**src/rtl/fcore_result_writeback_arbiter_if.sv**
```systemverilog
// fcore_result_writeback_arbiter_if: execution-unit result streams in, register-file write stream out
interface fcore_result_writeback_arbiter_if #(
    parameter int N_INPUTS   = 4,
    parameter int DATA_WIDTH = 32,
    parameter int DEST_WIDTH = 32,
    parameter int USER_WIDTH = 32
);
    localparam int SRC_WIDTH = $clog2(N_INPUTS);
    logic [N_INPUTS-1:0]            in_valid;
    logic [N_INPUTS-1:0]            in_ready;
    logic [N_INPUTS*DATA_WIDTH-1:0] in_data;
    logic [N_INPUTS*DEST_WIDTH-1:0] in_dest;
    logic [N_INPUTS*USER_WIDTH-1:0] in_user;
    logic                           out_valid;
    logic                           out_ready;
    logic [DATA_WIDTH-1:0]          out_data;
    logic [DEST_WIDTH-1:0]          out_dest;
    logic [USER_WIDTH-1:0]          out_user;
    logic [SRC_WIDTH-1:0]           out_source;
    logic [15:0]                    collision_count;
    modport master (
        output in_valid, in_data, in_dest, in_user, out_ready,
        input  in_ready, out_valid, out_data, out_dest, out_user, out_source, collision_count
    );
    modport slave (
        input  in_valid, in_data, in_dest, in_user, out_ready,
        output in_ready, out_valid, out_data, out_dest, out_user, out_source, collision_count
    );
endinterface

```
**src/rtl/fcore_result_writeback_arbiter.sv**
```systemverilog
// fcore_result_writeback_arbiter: per-unit result FIFOs drained round-robin into one registered write port
module fcore_result_writeback_arbiter #(
    parameter int N_INPUTS   = 4,
    parameter int FIFO_DEPTH = 4,
    parameter int DATA_WIDTH = 32,
    parameter int DEST_WIDTH = 32,
    parameter int USER_WIDTH = 32
) (
    input logic clock,
    input logic reset,
    fcore_result_writeback_arbiter_if.slave bus
);
    localparam int SW = $clog2(N_INPUTS);
    localparam int PW = $clog2(FIFO_DEPTH);
    localparam int EW = DATA_WIDTH + DEST_WIDTH + USER_WIDTH;

    logic [N_INPUTS-1:0] non_empty;
    logic [N_INPUTS-1:0] push;
    logic [N_INPUTS-1:0] pop;
    logic [EW-1:0]       heads [N_INPUTS];
    logic [SW-1:0]       rr_ptr;
    logic [SW-1:0]       grant;
    logic [SW-1:0]       scan_idx;
    logic                found;
    logic                load_en;

    assign load_en = !bus.out_valid || bus.out_ready;

    for (genvar i = 0; i < N_INPUTS; i++) begin : g_fifo
        logic [EW-1:0] mem [FIFO_DEPTH];
        logic [PW-1:0] rd_ptr;
        logic [PW-1:0] wr_ptr;
        logic [PW:0]   count;
        // Readiness reflects only the pre-edge occupancy, so a full FIFO never accepts even while popping.
        assign bus.in_ready[i] = count < (PW+1)'(FIFO_DEPTH);
        assign non_empty[i]    = count != '0;
        assign push[i]         = bus.in_valid[i] && bus.in_ready[i];
        assign pop[i]          = load_en && found && grant == SW'(i);
        assign heads[i]        = mem[rd_ptr];
        always_ff @(posedge clock) begin
            if (push[i])
                mem[wr_ptr] <= {bus.in_data[i*DATA_WIDTH +: DATA_WIDTH],
                                bus.in_dest[i*DEST_WIDTH +: DEST_WIDTH],
                                bus.in_user[i*USER_WIDTH +: USER_WIDTH]};
        end
        always_ff @(posedge clock) begin
            if (!reset) begin
                rd_ptr <= '0;
                wr_ptr <= '0;
                count  <= '0;
            end else begin
                if (push[i]) wr_ptr <= wr_ptr + 1'b1;
                if (pop[i]) rd_ptr <= rd_ptr + 1'b1;
                count <= count + (PW+1)'(push[i]) - (PW+1)'(pop[i]);
            end
        end
    end

    always_comb begin
        grant    = '0;
        found    = 1'b0;
        scan_idx = '0;
        for (int k = 1; k <= N_INPUTS; k++) begin
            scan_idx = SW'((int'(rr_ptr) + k) % N_INPUTS);
            if (!found && non_empty[scan_idx]) begin
                found = 1'b1;
                grant = scan_idx;
            end
        end
    end

    always_ff @(posedge clock) begin
        if (!reset) begin
            bus.out_valid       <= 1'b0;
            bus.out_data        <= '0;
            bus.out_dest        <= '0;
            bus.out_user        <= '0;
            bus.out_source      <= '0;
            bus.collision_count <= '0;
            rr_ptr              <= SW'(N_INPUTS - 1);
        end else begin
            if (load_en) begin
                bus.out_valid                            <= found;
                {bus.out_data, bus.out_dest, bus.out_user} <= found ? heads[grant] : '0;
                bus.out_source                           <= found ? grant : '0;
                if (found) rr_ptr <= grant;
            end
            if ($countones(non_empty) > 1 && bus.collision_count != 16'hFFFF)
                bus.collision_count <= bus.collision_count + 16'd1;
        end
    end
endmodule

```
**src/flat_wrapper.sv**
```systemverilog
// flat-port wrapper written by rule: the top's interface ports become plain ports
module fcore_result_writeback_arbiter_flat 
#(
    parameter int N_INPUTS   = 4,
    parameter int FIFO_DEPTH = 4,
    parameter int DATA_WIDTH = 32,
    parameter int DEST_WIDTH = 32,
    parameter int USER_WIDTH = 32
)
  (clock, reset, bus_in_valid, bus_in_data, bus_in_dest, bus_in_user, bus_out_ready, bus_in_ready, bus_out_valid, bus_out_data, bus_out_dest, bus_out_user, bus_out_source, bus_collision_count);
  fcore_result_writeback_arbiter_if #(.N_INPUTS(N_INPUTS), .DATA_WIDTH(DATA_WIDTH), .DEST_WIDTH(DEST_WIDTH), .USER_WIDTH(USER_WIDTH)) bus_i ();
  input logic clock;
  input logic reset;
  input wire logic [$bits(bus_i.in_valid)-1:0] bus_in_valid;
  input wire logic [$bits(bus_i.in_data)-1:0] bus_in_data;
  input wire logic [$bits(bus_i.in_dest)-1:0] bus_in_dest;
  input wire logic [$bits(bus_i.in_user)-1:0] bus_in_user;
  input wire logic [$bits(bus_i.out_ready)-1:0] bus_out_ready;
  output wire logic [$bits(bus_i.in_ready)-1:0] bus_in_ready;
  output wire logic [$bits(bus_i.out_valid)-1:0] bus_out_valid;
  output wire logic [$bits(bus_i.out_data)-1:0] bus_out_data;
  output wire logic [$bits(bus_i.out_dest)-1:0] bus_out_dest;
  output wire logic [$bits(bus_i.out_user)-1:0] bus_out_user;
  output wire logic [$bits(bus_i.out_source)-1:0] bus_out_source;
  output wire logic [$bits(bus_i.collision_count)-1:0] bus_collision_count;
  assign bus_i.in_valid = bus_in_valid;
  assign bus_i.in_data = bus_in_data;
  assign bus_i.in_dest = bus_in_dest;
  assign bus_i.in_user = bus_in_user;
  assign bus_i.out_ready = bus_out_ready;
  assign bus_in_ready = bus_i.in_ready;
  assign bus_out_valid = bus_i.out_valid;
  assign bus_out_data = bus_i.out_data;
  assign bus_out_dest = bus_i.out_dest;
  assign bus_out_user = bus_i.out_user;
  assign bus_out_source = bus_i.out_source;
  assign bus_collision_count = bus_i.collision_count;
  fcore_result_writeback_arbiter #(.N_INPUTS(N_INPUTS), .FIFO_DEPTH(FIFO_DEPTH), .DATA_WIDTH(DATA_WIDTH), .DEST_WIDTH(DEST_WIDTH), .USER_WIDTH(USER_WIDTH)) u_core (.clock(clock), .reset(reset), .bus(bus_i));
endmodule
```
**config.mk**
```make
export PLATFORM = sky130hd
export DESIGN_NAME = fcore_result_writeback_arbiter_flat
export DESIGN_NICKNAME = d
export VERILOG_FILES = /design/src/rtl/fcore_result_writeback_arbiter_if.sv /design/src/rtl/fcore_result_writeback_arbiter.sv /design/src/flat_wrapper.sv
export SDC_FILE = /design/constraint.sdc
export NUM_CORES = 1
export LEC_CHECK = 0
export ABC_AREA = 1
export CORE_MARGIN = 10
export CORE_UTILIZATION = 23
export CTS_CLUSTER_DIAMETER = 40
export DETAILED_ROUTE_END_ITERATION = 7
export DONT_BUFFER_PORTS = 1
export GPL_TIMING_DRIVEN = 0
export PLACE_DENSITY_LB_ADDON = 0.08
export SLEW_MARGIN = 20
export SYNTH_ARGS = -nofsm -noshare
export SYNTH_HDL_FRONTEND = slang
export SYNTH_SLANG_ARGS = --single-unit
export TNS_END_PERCENT = 50
```
**constraint.sdc**
```tcl
create_clock -name clock -period 6.9 [get_ports clock]
set_clock_uncertainty 0.15 [all_clocks]
set_input_delay 1.38 -clock clock [delete_from_list [all_inputs] [get_ports clock]]
set_output_delay 1.38 -clock clock [all_outputs]
set_load 0.05 [all_outputs]
```
==> run_results.csv <==
group,metric,value,unit
critical_path,crit_arrival,4.63,ns
clock_tree,h-tree-depth,5,
synth,synth.area.top_cells,"edfxtp_1 70%, o21ai_0 6.0%, dfxtp_1 4.7%",
place,gp_congestion,0.8068,
timing,setup_ws,2.873,ns
detailed_routing,drt_iter0_drc,3000,
global_route,grt_first_pass_wirelength,368900,um
synth,synth_nets,5623,
timing,slew_viol_final,0,
die,die_h,554.6,um
detailed_routing,drt-vias-per-instance,4.509,
synth,ys.flop_type,"edfxtp_1",
min_path,min_path_type,"flop to flop",
synth,yosysSeqAreaShare,74.83,%
die,core.rowCount,196,
synth,synth_top_cell_area_share,70.17,%
timing,finalCritPeriodShare,58.37,%
timing,grt_setup_unrepaired,"false",
clock_tree,root_buffer,"clkbuf_16",
die,start_util,23.09,%
clock_tree,clk_path_buf_depth,4,
layout,area_delta_synth_final,30.10,%
synth,postSynthCellCount,5200,
die,core_area,284700,sq um
clock_tree,numCtsBuffers,360,
clock_tree,clkSinkCount,1689,
detailed_routing,vias,43978,
synth,synth_top_area_cell,"edfxtp_1",
timing,period_needed,4.027,ns
synth,synthArstFlopShare,0,%
critical_path,worst_ep_required_time,7.50,ns
min_path,hold_start,"u_core.g_fifo[3].rd_ptr[0]",
place,post-place-ws,2.668,ns
synth,yosys_warnings,0,
place,dp_hpwl,196700,um
global_route,antenna_found_initial,35,
power_and_ir_drop,vdd_drop_max,0.2304,mV
critical_path,r2r-end,"u_core.g_fifo[0].count[2]",
synth,synth_cell_types,37,
global_route,track_usage,16.89,%
layout,nets,6077,
detailed_routing,drtPass1Iterations,7,
die,num_io_pins,510,
power_and_ir_drop,power.density,535.0,nW/um^2
outcome,run_status,"complete, no violations",
global_route,grt_max_degree,21,
detailed_routing,remaining_drc_errors,0,
synth,syn-mean-instance-area,12.64,sq um
global_route,grt_pass1_vias,44551,
power_and_ir_drop,leakagePower,28.54,nW
critical_path,timing.rr.start,"u_core.rr_ptr[0]",
layout,drive_gt1_share,13.41,%
global_route,grt-ovfl-total,0,
die,die_w,554.6,um
min_path,holdPathStages,1,
run,cap_violations,0,
timing,final.setup.tns,0,ns
critical_path,r2r_cells,19,
detailed_routing,wl_per_cell,27.84,um
critical_path,crit_type,"flop to flop",
min_path,hold_end,"u_core.g_fifo[3].rd_ptr[0]",
timing,setup_viol,0,
clock_tree,clk_latency,0.91,ns
critical_path,crit_path_start,"u_core.rr_ptr[0]",
synth,synth_edf_count,1536,
detailed_routing,wl,271500,um
critical_path,cp_max_fo,10,
die,die_area,307600,sq um
critical_path,reg2reg_slack,2.87,ns
timing,worst_slew_pin_slew,1.183,ns
clock_tree,clk_pin_slew,0.05,ns
timing,fmax,248.3,MHz
synth,syn-cell-area,65740,sq um
critical_path,endpoint_kind,"flop",
place,port_buffers,0,
synth,ys_ff_latch,1689,
critical_path,cp_cell_sequence,"buf_4, inv_4, nand2_1, nand2_1, nand3_1, nand2_1, inv_1, nand3b_1, nand3_2, inv_2, buf_4, nand3_1, inv_1, ha_1, inv_1, ha_1, fa_1, xor2_1, nor2_1",
clock_tree,ctsHoldBuffers,0,
critical_path,slowest_stage,"inv_2",
clock_tree,postCtsSetupRepairBufs,0,
critical_path,max_stage_delay,0.60,ns
timing,slew_headroom,21.12,%
clock_tree,cts_tree,"done",
critical_path,crit_path_start_kind,"flop",
detailed_routing,drtAntennaViolNets,0,
clock_tree,cts.repair.resized,0,
timing,finalHoldViolCount,0,
==> power by group <==
part	internal [mW]	switching (mW)	total (mW)
sequential	12.4	1.33	13.7
combinational	3.45	10.5	14.0
clock	12.1	5.98	18.1
total	27.9	17.8	45.8
==> flip-flops by register name, indices dropped and copies added (netlist names), named ones only <==
name,cells
u_core.bus.collision_count,16
u_core.bus.out_data,32
u_core.bus.out_dest,32
u_core.bus.out_source,2
u_core.bus.out_user,32
u_core.bus.out_valid,1
u_core.g_fifo.count,12
u_core.g_fifo.mem,1536
u_core.g_fifo.rd_ptr,8
u_core.g_fifo.wr_ptr,8
u_core.rr_ptr,2
==> critical path: cells and delay by family (launching register included) <==
family | cells | cell delay [ns]
buffers and inverters | 7 | 1.45
and+or+nand+nor | 8 | 1.12
adders and majority gates | 3 | 0.73
DFF | 1 | 0.29
xor gates and xnor gates | 1 | 0.16
==> cell families (layout without fill, tap and decap cells) <==
group	after synthesis	count (layout)	share of synthesized area (%)
AND/OR/NAND/NOR	1702	1702	10.81
flip-flops	1689	1689	74.83
AO/OA/AOI/OAI	1309	1309	10.72
buffers and inverters	456	1215	2.815
adder cells (fa/ha/maj)	32	32	0.6662
XOR/XNOR	12	12	0.1599
other	0	33	0
==> metal layers <==
layer / vias up / track usage [%] / part of all wire [%]
met4: 16 / 5.601 / 3.3
met1: 21901 / 20.80 / 41
met3: 395 / 6.624 / 9.3
met2: 1302 / 27.05 / 46
li1: 20364 / - / -
met5: - / 0 / 0.039
==> cells in the mapped netlist (2+ instances only) <==
cell type	instances
clkbuf_1	297
buf_4	21
o211ai_1	2
nor3_1	5
ha_1	27
nor2_2	3
inv_1	83
dfxtp_1	153
nand3_1	502
xor2_1	11
inv_2	3
nor4_1	2
nand4_1	5
nor3b_1	3
o22ai_1	384
edfxtp_1	1536
buf_1	10
nand2_1	361
buf_2	40
nand2_2	3
a21oi_1	129
o21ai_1	3
nand3_2	3
fa_1	5
nor2_1	811
o21ai_0	787
==> area by class of cell <==
| type | instances | area (sq um) |
|---|---|---|
| Fill cell | 28605 | 199200 |
| Sequential cell | 1689 | 49190 |
| Multi-Input combinational cell | 3055 | 14820 |
| Clock buffer | 395 | 9245 |
| Tap cell | 3762 | 4707 |
| Clock inverter | 272 | 3450 |
| Timing Repair Buffer | 92 | 2166 |
| Buffer | 369 | 1535 |
| Inverter | 87 | 329.1 |
| Antenna cell | 33 | 82.58 |
==> cell usage in the layout, fill, tap and decap left out, types with 17 or more instances in the layout <==
cell type and n:
edfxtp_1 1536, buf_4 21, bufinv_16 63, clkinv_2 51, inv_6 32, buf_12 45, o21ai_0 787, clkbuf_16 364
nor2_4 17, diode_2 33, clkbuf_1 315, clkinv_4 29, buf_16 45, dfxtp_1 153, clkinvlp_4 43, o22ai_1 384
clkinv_1 37, buf_2 40, a21oi_1 129, nand3_1 502, inv_1 83, nor2_1 794, nand2_1 361, ha_1 27
==> metrics by stage <==
step / total power, mW / std cells / util, % / hold slack, ns / cell area, sq um
2_1_floorplan: 20.84 / 5200 / - / 0.2935 / 65740
3_3_place_gp: 28.02 / 8962 / 24.74 / 0.3233 / 70440
3_5_place_dp: 28.09 / 9054 / 25.55 / 0.3337 / 72740
4_1_cts: 46.40 / 9721 / 30.01 / 0.3250 / 85440
5_1_grt: 47.99 / 9747 / 30.03 / 0.3461 / 85500
6_report: 45.75 / 9754 / 30.04 / 0.3420 / 85520
==> how the worst max path moves through the flow <==
stage,depth (start not counted),endpoint,slack (ns)
3_5_place_dp,10,u_core.bus.out_data[27],2.67
4_1_cts,10,u_core.bus.out_data[27],2.65
2_1_floorplan,2,u_core.g_fifo[1].mem[0][0],0.62
6_report,19,u_core.g_fifo[0].count[2],2.87
3_3_place_gp,2,u_core.g_fifo[3].mem[3][60],-4.58
5_1_grt,19,u_core.g_fifo[0].count[2],2.59
(Power assumes the default switching activity.)
